==> config.mk <==
export PLATFORM = sky130hd
export DESIGN_NAME = pulse_cmd_ctrl
export DESIGN_NICKNAME = d
export VERILOG_FILES = /design/src/rtl/pulse_cmd_pkg.sv /design/src/rtl/pulse_cmd_frame.sv /design/src/rtl/pulse_cmd_ctrl.sv
export SDC_FILE = /design/constraint.sdc
export NUM_CORES = 1
export LEC_CHECK = 0
export ABC_AREA = 1
export BUFFER_PORTS_ARGS = -buffer_cell sky130_fd_sc_hd__buf_2
export CORE_MARGIN = 10
export CORE_UTILIZATION = 52
export DETAILED_ROUTE_END_ITERATION = 12
export HOLD_SLACK_MARGIN = 0.12
export PLACE_DENSITY = 0.72
export SYNTH_ARGS = -nofsm -noshare
export SYNTH_HDL_FRONTEND = slang
export SYNTH_SLANG_ARGS = --single-unit
export TNS_END_PERCENT = 5
==> constraint.sdc <==
create_clock -name clk -period 2.2 [get_ports clk]
set_input_delay 0.33 -clock clk [delete_from_list [all_inputs] [get_ports clk]]
set_output_delay 0.33 -clock clk [all_outputs]
set_load 0.005 [all_outputs]
==> src/rtl/pulse_cmd_pkg.sv <==
// Shared constants for the pulse command controller: opcodes, frame sizing and frame FSM states.
package pulse_cmd_pkg;

  localparam int         PAYLOAD_BYTES = 4;
  localparam logic [7:0] ACK_ERR       = 8'hFF;

  localparam logic [7:0] CONT_SET_DELAY     = 8'd0;
  localparam logic [7:0] CONT_SET_PERIOD    = 8'd1;
  localparam logic [7:0] CONT_SET_PULSE1    = 8'd2;
  localparam logic [7:0] CONT_SET_PULSE2    = 8'd3;
  localparam logic [7:0] CONT_TOGGLE_PULSE1 = 8'd4;
  localparam logic [7:0] CONT_SET_CPMG      = 8'd5;
  localparam logic [7:0] CONT_SET_ATT       = 8'd6;
  localparam logic [7:0] CONT_SET_NUTW      = 8'd7;
  localparam logic [7:0] CONT_SET_NUTD      = 8'd8;

  typedef enum logic [1:0] {
    ST_IDLE    = 2'd0,
    ST_PAYLOAD = 2'd1,
    ST_COMMIT  = 2'd2
  } frame_state_e;

  function automatic logic opcode_known(input logic [7:0] op);
    return op <= CONT_SET_NUTD;
  endfunction

endpackage

==> src/rtl/pulse_cmd_frame.sv <==
// Byte assembler: opcode plus little-endian payload, with an inter-byte idle timeout.
// state      | meaning
// ST_IDLE    | waiting for an opcode byte
// ST_PAYLOAD | collecting payload bytes, gap timer running
// ST_COMMIT  | frame complete for one cycle; a byte here opens the next frame
module pulse_cmd_frame
  import pulse_cmd_pkg::*;
#(
  parameter int TIMEOUT_CYC = 100000
) (
  input  logic        clk,
  input  logic        resetn,
  input  logic [7:0]  rx_data_i,
  input  logic        rx_valid_i,
  output logic [7:0]  opcode_o,
  output logic [31:0] payload_o,
  output logic        frame_done_o,
  output logic        timeout_o
);

  localparam int               GAP_W     = $clog2(TIMEOUT_CYC + 1);
  localparam logic [GAP_W-1:0] GAP_LOAD  = GAP_W'(TIMEOUT_CYC - 1);
  localparam logic [1:0]       LAST_BYTE = 2'(PAYLOAD_BYTES - 1);

  frame_state_e             state_q;
  logic [1:0]               cnt_q;
  logic [GAP_W-1:0]         gap_q;
  logic [7:0]               opcode_q;
  logic [PAYLOAD_BYTES*8-1:0] payload_q;
  logic                     done_q;
  logic                     timeout_q;

  always_ff @(posedge clk or negedge resetn) begin
    if (!resetn) begin
      state_q   <= ST_IDLE;
      cnt_q     <= '0;
      gap_q     <= '0;
      opcode_q  <= '0;
      payload_q <= '0;
      done_q    <= 1'b0;
      timeout_q <= 1'b0;
    end else begin
      done_q    <= 1'b0;
      timeout_q <= 1'b0;
      case (state_q)
        ST_IDLE, ST_COMMIT: begin
          if (rx_valid_i) begin
            opcode_q <= rx_data_i;
            cnt_q    <= '0;
            gap_q    <= GAP_LOAD;
            state_q  <= ST_PAYLOAD;
          end else begin
            state_q  <= ST_IDLE;
          end
        end
        ST_PAYLOAD: begin
          if (rx_valid_i) begin
            payload_q[{cnt_q, 3'b000} +: 8] <= rx_data_i;
            cnt_q <= cnt_q + 2'd1;
            gap_q <= GAP_LOAD;
            if (cnt_q == LAST_BYTE) begin
              state_q <= ST_COMMIT;
              done_q  <= 1'b1;
            end
          end else if (gap_q == '0) begin
            // Partial frame is dropped; stale payload bytes are fully overwritten by the next frame.
            timeout_q <= 1'b1;
            state_q   <= ST_IDLE;
          end else begin
            gap_q <= gap_q - 1'b1;
          end
        end
        default: state_q <= ST_IDLE;
      endcase
    end
  end

  assign opcode_o     = opcode_q;
  assign payload_o    = payload_q;
  assign frame_done_o = done_q;
  assign timeout_o    = timeout_q;

endmodule

==> src/rtl/pulse_cmd_ctrl.sv <==
// Command decoder with shadow/live configuration registers applied at pulse-period boundaries.
// Optional acknowledge byte to the UART transmitter is enabled by defining PULSE_CMD_ACK_EN.
module pulse_cmd_ctrl
  import pulse_cmd_pkg::*;
#(
  parameter int                DATA_W       = 32,
  parameter int                TIMEOUT_CYC  = 100000,
  parameter logic [DATA_W-1:0] RESET_PERIOD = 32'd1000
) (
  input  logic              clk,
  input  logic              resetn,
  input  logic [7:0]        rx_data,
  input  logic              rx_valid,
  input  logic              period_start,
  input  logic              gen_idle,
  output logic [DATA_W-1:0] delay_out,
  output logic [DATA_W-1:0] period_out,
  output logic [DATA_W-1:0] pulse1_out,
  output logic [DATA_W-1:0] pulse2_out,
  output logic              pulse1_en,
  output logic [7:0]        cpmg_out,
  output logic [7:0]        att_out,
  output logic [DATA_W-1:0] nutw_out,
  output logic [DATA_W-1:0] nutd_out,
  output logic              cfg_pending,
  output logic              frame_err,
  output logic [7:0]        tx_data,
  output logic              tx_valid,
  input  logic              tx_ready
);

  logic [7:0]  opcode;
  logic [31:0] payload;
  logic        commit, timeout, known, apply, ack_overwrite;
  logic        cfg_pending_q, cfg_pending_d, frame_err_q;
  logic [DATA_W-1:0] payload_w;

  logic [DATA_W-1:0] sh_delay_q, sh_period_q, sh_pulse1_q, sh_pulse2_q, sh_nutw_q, sh_nutd_q;
  logic [DATA_W-1:0] delay_q, period_q, pulse1_q, pulse2_q, nutw_q, nutd_q;
  logic [7:0]        sh_cpmg_q, sh_att_q, cpmg_q, att_q;
  logic              sh_p1en_q, p1en_q;

  pulse_cmd_frame #(.TIMEOUT_CYC(TIMEOUT_CYC)) u_frame (
    .clk          (clk),
    .resetn       (resetn),
    .rx_data_i    (rx_data),
    .rx_valid_i   (rx_valid),
    .opcode_o     (opcode),
    .payload_o    (payload),
    .frame_done_o (commit),
    .timeout_o    (timeout)
  );

  always_comb begin
    known     = opcode_known(opcode);
    payload_w = DATA_W'(payload);
    apply     = cfg_pending_q && (period_start || gen_idle);
    cfg_pending_d = cfg_pending_q;
    if (apply)            cfg_pending_d = 1'b0;
    // A commit in the apply cycle keeps the new value staged for the following boundary.
    if (commit && known)  cfg_pending_d = 1'b1;
  end

  always_ff @(posedge clk or negedge resetn) begin
    if (!resetn) begin
      sh_delay_q  <= '0;
      sh_period_q <= RESET_PERIOD;
      sh_pulse1_q <= '0;
      sh_pulse2_q <= '0;
      sh_p1en_q   <= 1'b1;
      sh_cpmg_q   <= '0;
      sh_att_q    <= '0;
      sh_nutw_q   <= '0;
      sh_nutd_q   <= '0;
    end else if (commit && known) begin
      case (opcode)
        CONT_SET_DELAY:     sh_delay_q  <= payload_w;
        CONT_SET_PERIOD:    sh_period_q <= payload_w;
        CONT_SET_PULSE1:    sh_pulse1_q <= payload_w;
        CONT_SET_PULSE2:    sh_pulse2_q <= payload_w;
        CONT_TOGGLE_PULSE1: sh_p1en_q   <= ~sh_p1en_q;
        CONT_SET_CPMG:      sh_cpmg_q   <= payload[7:0];
        CONT_SET_ATT:       sh_att_q    <= payload[7:0];
        CONT_SET_NUTW:      sh_nutw_q   <= payload_w;
        CONT_SET_NUTD:      sh_nutd_q   <= payload_w;
        default: ;
      endcase
    end
  end

  always_ff @(posedge clk or negedge resetn) begin
    if (!resetn) begin
      delay_q  <= '0;
      period_q <= RESET_PERIOD;
      pulse1_q <= '0;
      pulse2_q <= '0;
      p1en_q   <= 1'b1;
      cpmg_q   <= '0;
      att_q    <= '0;
      nutw_q   <= '0;
      nutd_q   <= '0;
    end else if (apply) begin
      delay_q  <= sh_delay_q;
      period_q <= sh_period_q;
      pulse1_q <= sh_pulse1_q;
      pulse2_q <= sh_pulse2_q;
      p1en_q   <= sh_p1en_q;
      cpmg_q   <= sh_cpmg_q;
      att_q    <= sh_att_q;
      nutw_q   <= sh_nutw_q;
      nutd_q   <= sh_nutd_q;
    end
  end

  always_ff @(posedge clk or negedge resetn) begin
    if (!resetn) begin
      cfg_pending_q <= 1'b0;
      frame_err_q   <= 1'b0;
    end else begin
      cfg_pending_q <= cfg_pending_d;
      if (timeout || (commit && !known) || ack_overwrite) frame_err_q <= 1'b1;
    end
  end

`ifdef PULSE_CMD_ACK_EN
  logic [7:0] tx_data_q;
  logic       tx_valid_q;

  always_ff @(posedge clk or negedge resetn) begin
    if (!resetn) begin
      tx_data_q  <= '0;
      tx_valid_q <= 1'b0;
    end else if (commit) begin
      tx_data_q  <= known ? opcode : ACK_ERR;
      tx_valid_q <= 1'b1;
    end else if (tx_valid_q && tx_ready) begin
      tx_valid_q <= 1'b0;
    end
  end

  // Only an ack that is not being accepted this cycle is lost.
  assign ack_overwrite = commit && tx_valid_q && !tx_ready;
  assign tx_data       = tx_data_q;
  assign tx_valid      = tx_valid_q;
`else
  logic unused_tx_ready;
  assign unused_tx_ready = tx_ready;
  assign ack_overwrite   = 1'b0;
  assign tx_data         = 8'h00;
  assign tx_valid        = 1'b0;
`endif

  assign delay_out   = delay_q;
  assign period_out  = period_q;
  assign pulse1_out  = pulse1_q;
  assign pulse2_out  = pulse2_q;
  assign pulse1_en   = p1en_q;
  assign cpmg_out    = cpmg_q;
  assign att_out     = att_q;
  assign nutw_out    = nutw_q;
  assign nutd_out    = nutd_q;
  assign cfg_pending = cfg_pending_q;
  assign frame_err   = frame_err_q;

endmodule

== Word-level counts from Yosys, hierarchy flattened ==
Cells that the tools add are included.
W data, S select, Z words.

* Register bits: 483
* Bits of input ports: 14
* Output and inout port bits: 220
* Word-level logic and storage cells: 97

* Add/subtract/negate cells: 3
* $lt $le $gt $ge: 1
* Equality and inequality tests: 16
* Shift-type cells: 2
* Multiplexer cells: 21
* Bitwise operators: 1
* Reduce and logical (&&, ||, !) cells: 26

{| class="wikitable"
|+ Operators by type and width
! cell !! count
|-
| $mux W17 || 3
|-
| $pmux W17 S2 || 1
|-
| $bwmux W32 || 1
|-
| $eq A8 B3 Y1 const B || 4
|-
| $shift A8 B7 Y32 const A || 1
|-
| $shiftx A8 B7 Y32 || 1
|-
| $reduce_and A2 Y1 || 12
|-
| $logic_not A17 Y1 || 1
|-
| $sub A17 B1 Y17 const B || 1
|-
| $eq A8 B2 Y1 const B || 2
|-
| $mux W2 || 5
|-
| $mux W1 || 9
|-
| $eq A8 B1 Y1 const B || 1
|-
| $eq A8 B4 Y1 const B || 1
|-
| $le A8 B4 Y1 const B || 1
|-
| $logic_not A8 Y1 || 1
|-
| $pmux W2 S2 || 2
|-
| $neg A5 Y7 || 1
|-
| $ne A3 B2 Y1 const B || 2
|-
| $reduce_and A3 Y1 || 2
|-
| $eq A2 B2 Y1 const B || 2
|-
| $ne A2 B2 Y1 const B || 2
|-
| $reduce_bool A2 Y1 || 2
|-
| $logic_and A1 B1 Y1 || 3
|-
| 8 further kinds || 9
|}

== Logic depth before layout (Yosys ltp) ==
* Word-level depth: 4
* Gate-level depth with buffers: 11
* Depth with buffers taken out: 10

== Hierarchy ==
Synthesis repeated with hierarchy kept, for this count alone.

* Cells, all modules: 2207
* Area, all modules: 19794.0 µm²

{| class="wikitable"
|+ By module, submodules not included
! module !! instances !! cells each !! area an instance (µm²) !! seq. area each (µm²)
|-
| pulse_cmd_ctrl || 1 || 1858 || 16641.0 || 10527.6
|-
| pulse_cmd_frame || 1 || 349 || 3153.0 || 1576.5
|}

== Worst setup path after synthesis ==
Ideal clock, no wire load.

* Kind: reg-to-reg
* Start: register u_frame.cnt_q[0]
* End: register u_frame.payload_q[16], in the netlist u_frame.payload_o[16]
* Library setup time: 0.066 ns
* Arrival: 1.982 ns
* Required time: 2.134 ns
* Setup slack: 0.152 ns
* Stages on the path, launching flop included: 9
* Path buffers: 2
* Period minus slack after synthesis: 2.048 ns
* Cells stage by stage: dfrtp_1 > clkbuf_1 > inv_1 > ha_1 > buf_2 > clkinv_1 > nor2_1 > nand4_1 > nand2_1

* Word-level cells in the longest chain between the ends: 3
* Elaborated cells on any way between the ends: 4
* Classes of those cells: add/sub: 1; shift: 2; mux: 1

{| class="wikitable"
|+ RTL lines
! item !! line !! RTL
|-
| from (decl) || pulse_cmd_frame.sv:26 || <nowiki>logic [1:0] cnt_q;</nowiki>
|-
| from (signal assigned) || pulse_cmd_frame.sv:59 || <nowiki>cnt_q <= cnt_q + 2'd1;</nowiki>
|-
| $neg A5 Y7 (*) || pulse_cmd_frame.sv:58 || <nowiki>payload_q[{cnt_q, 3'b000} +: 8] <= rx_data_i;</nowiki>
|-
| $shiftx A8 B7 Y32 / $shift A8 B7 Y32 (equally long branches) || pulse_cmd_frame.sv:58 ||
|-
| $bwmux W32 (*) || pulse_cmd_frame.sv:58 ||
|-
| to (signal, indexed assignment) || pulse_cmd_frame.sv:58 ||
|-
| to (decl) || pulse_cmd_frame.sv:29 || <nowiki>logic [PAYLOAD_BYTES*8-1:0] payload_q;</nowiki>
|}

Mark *: on every way between the ends. The rest lies on a longest branch, timed or not.
A chain may end at the register's enable or synchronous reset.

== Worst setup path in the final report ==
* Start: register u_frame.opcode_q[0], in the netlist u_frame.opcode_o[0]
* End: register sh_nutw_q[12]

* Word-level cells in the longest chain between the ends: 3
* Elaborated cells on any way between the ends: 4
* Classes of those cells: order compare: 1; eq/ne: 1; reduce/logical: 2

{| class="wikitable"
|+ RTL lines
! item !! line !! RTL
|-
| from (decl) || pulse_cmd_frame.sv:28 || <nowiki>logic [7:0] opcode_q;</nowiki>
|-
| from (signal assigned) || pulse_cmd_frame.sv:48 || <nowiki>opcode_q <= rx_data_i;</nowiki>
|-
| $le A8 B4 Y1 || pulse_cmd_pkg.sv:24 || <nowiki>return op <= CONT_SET_NUTD;</nowiki>
|-
| $logic_and A1 B1 Y1 || pulse_cmd_ctrl.sv:75 || <nowiki>end else if (commit && known) begin</nowiki>
|-
| $reduce_and A2 Y1 (no line) (*) || - ||
|-
| to (signal assigned) || pulse_cmd_ctrl.sv:84 || <nowiki>CONT_SET_NUTW: sh_nutw_q <= payload_w;</nowiki>
|-
| to (decl) || pulse_cmd_ctrl.sv:38 || <nowiki>logic [DATA_W-1:0] sh_delay_q, sh_period_q, sh_pulse1_q, sh_pulse2_q, sh_nutw_q, sh_nutd_q;</nowiki>
|}

Marked as above.

==> impl_metrics.json <==
{
  "fin_skew_ns": 0.0186,
  "seq_area_um2": 12100,
  "critPathLaunch": "u_frame.opcode_o[0]",
  "drt_pass1_iterations": 5,
  "nFillCells": 3103,
  "synth_top_area_frac": 0.605,
  "reg2reg_from": "u_frame.opcode_o[0]",
  "worstSetupPathType": "reg -> reg",
  "power.switching_w": 0.00654,
  "r2r-end": "sh_nutw_q[12]",
  "grt_overflow": 0,
  "syn_avg_cell_area_um2": 8.92,
  "grt_max_degree": 102,
  "power.internal_w": 0.0150,
  "status": "complete, no violations",
  "cts.sinks": 483,
  "rows": 70,
  "slew_headroom": 0.413,
  "clkLatencyLatePin_ns": 0.58,
  "htreeDepth": 2,
  "critPathSlowestCell": "dfrtp_1",
  "ys_ff_latch": 483,
  "fmax_mhz": 492,
  "rsz0062_at_grt": "no",
  "antenna_left": 0,
  "arrival_ns": 2.50,
  "multiInputGateArea_um2": 6410,
  "setup_violations": 0,
  "p_clk_frac": 0.394,
  "numCtsBuffers": 49,
  "p_seq_frac": 0.486,
  "finalCritPeriodShare": 0.925,
  "synth_cell_types": 36,
  "drtIter0Drc": 1379,
  "hold_path_class": "in -> async",
  "wl_per_cell_um": 19.0,
  "die_y_um": 213,
  "ioPinCount": 234,
  "fp.coreArea_um2": 36700,
  "grt_pass1_vias": 15297,
  "initial_core_util": 0.529,
  "cp-end-kind": "flop",
  "final_common_cell": "nand2_1",
  "placed_area_um2": 21200,
  "dieArea_um2": 45400,
  "hold_violations": 0,
  "report.final.slew_viol_count": 0,
  "hold_ws_ns": 0.283,
  "cts_root_buffer": "clkbuf_16",
  "ir_drop_mv": 0.598,
  "start_kind": "flop",
  "drive_gt1_frac": 0.168,
  "avgViaCountPerCell": 5.41,
  "die_w_um": 213,
  "path_clk_slew_ns": 0.06,
  "path_max_fanout": 32,
  "gp_congestion": 0.876,
  "combPwrFrac": 0.120,
  "crit_required_ns": 2.66,
  "max_stage_delay_ns": 0.39,
  "finish.net_count": 2423,
  "port_buffers": 223,
  "post-route-cell-area_um2": 23000,
  "synth_area_um2": 19400,
  "synth-edff-count": 0,
  "dpl.hpwl_mm": 36.0,
  "wirelength_mm": 55.3,
  "ys.warnings.count": 0,
  "cts-root-to-sink-buffers": 3,
  "leakagePower_nw": 13.1,
  "rrSetupSlack_ns": 0.17,
  "drc": 0,
  "r2r_cells": 8,
  "crit_chain": "inv_1 -> nand4_1 -> a21oi_2 -> and2_4 -> buf_4 -> nand2_4 -> nand2_1 -> nand2_1",
  "finalSetupTns_ns": 0,
  "synthCells": 2175,
  "synth_flop_cell": "dfrtp_1",
  "async_reset_ff_frac": 1.00,
  "worst_pin_slew_ns": 0.880,
  "p_sw_frac": 0.304,
  "power_density_nw_per_um2": 936,
  "grtUsageTotal": 0.244,
  "syn2layout_area_growth_pct": 18.5,
  "maxCapViolations": 0,
  "ys_seq_area_frac": 0.624,
  "synth_area_leaders": "dfrtp_1, nand2_1, nand3_1",
  "period_minus_slack_ns": 2.03,
  "crit_end": "sh_nutw_q[12]",
  "antenna_found_initial": 1,
  "most-common-layout-cells": "nand2_1, dfrtp_1, buf_2",
  "vias": 15736,
  "grt_pass1_wl_mm": 86.7,
  "cts_tree": "built",
  "cp_common_cell": "nand2_1",
  "yosysTopAreaCell": "dfrtp_1"
}
==> sequential cells by signal, summed over array words and instances (netlist names), 17 cells and up <==
register / count
sh_period_q: 32
nutw_out: 32
delay_out: 32
u_frame.payload_o: 32
pulse1_out: 32
pulse2_out: 32
sh_delay_q: 32
sh_pulse2_q: 32
period_out: 32
sh_nutd_q: 32
sh_nutw_q: 32
sh_pulse1_q: 32
nutd_out: 32
u_frame.gap_q: 17
==> layer usage <==
metal,global-route usage,share of wire,routed length (um),vias up
li1,-,-,-,7322
met3,0.0482,0.078,4300,119
met1,0.328,0.42,23000,7741
met5,0,0,0,-
met2,0.389,0.47,26200,554
met4,0.0863,0.031,1740,0
==> through the flow <==
stage	utilization	instances	worst slack (ns)	total power (W)
floorplan	-	2183	0.152	0.0115
CTS	0.625	2904	0.0988	0.0216
finish	0.627	2911	0.165	0.0215
detailed placement	0.577	2803	0.132	0.0131
global route	0.627	2911	0.0637	0.0223
global placement	0.577	2803	0.245	0.0130
==> worst min-delay path by stage <==
stage | end | depth (start not counted) | startpoint | slack [ns]
4_1_cts | sh_delay_q[25] | 2 | resetn | 0.30
3_5_place_dp | sh_delay_q[25] | 1 | resetn | 0.33
3_3_place_gp | sh_delay_q[27] | 1 | resetn | 0.33
6_report | sh_delay_q[27] | 2 | resetn | 0.28
2_1_floorplan | att_out[0] | 0 | resetn | 0.03
5_1_grt | delay_out[26] | 2 | resetn | 0.32
==> kinds of logic after synthesis <==
logic type / after synthesis / synth area share
xor gates and xnor gates: 1 / 0.000451
muxes: 4 / 0.00232
buffers and inverters: 199 / 0.0499
and+or+nand+nor: 1352 / 0.282
adders and majority gates: 7 / 0.00451
AOI/OAI and AO/OA: 128 / 0.0364
DFF: 483 / 0.624
other: 1 / 0.000193
==> area by class of cell <==
type	instances	area share
multi-input cells	1501	0.279
clock inverters	15	0.00713
inverters	67	0.0112
well taps	468	0.0255
diodes	1	0.000109
repair buffers	300	0.0861
flip-flops and latches	483	0.526
clock buffers	76	0.0648
==> power by group through the flow <==
| stage | combinational, W | sequential [W] | clock (W) |
|---|---|---|---|
| floorplan | 0.00171 | 0.00976 | 0 |
| global placement | 0.00247 | 0.0106 | 0 |
| detailed placement | 0.00256 | 0.0106 | 0 |
| CTS | 0.00259 | 0.0104 | 0.00861 |
| global route | 0.00291 | 0.0104 | 0.00896 |
| finish | 0.00259 | 0.0105 | 0.00848 |
==> worst max-delay path, delay by kind of cell (launching register included) <==
kind,cells,cell delay [ns]
AO/OA/AOI/OAI,1,0.25
buffers and inverters,2,0.30
flip-flops,1,0.39
AND/OR/NAND/NOR,5,0.97
==> synthesized netlist by cell type, drive strengths merged, types with 3 or more instances <==
master	n
buf	51
o41ai	8
inv	64
nor2	54
ha	7
a21oi	5
o31ai	8
or2	4
mux2	4
clkinv	3
o21ai	103
dfrtp	469
nand3	208
clkbuf	81
nand4	13
dfstp	14
nand2	1058
nand3b	3
nor3	11
==> what timing repair did <==
| item | CTS | global route |
|---|---|---|
| endpoints found under the hold margin | 84 | 0 |
| hold buffers | 10 | 0 |
| resized for setup | 0 | 0 |
| buffers inserted | 0 | 6 |
| setup endpoints to repair | 0 | 13 |
Note: power is estimated with default switching activity, not from simulation.
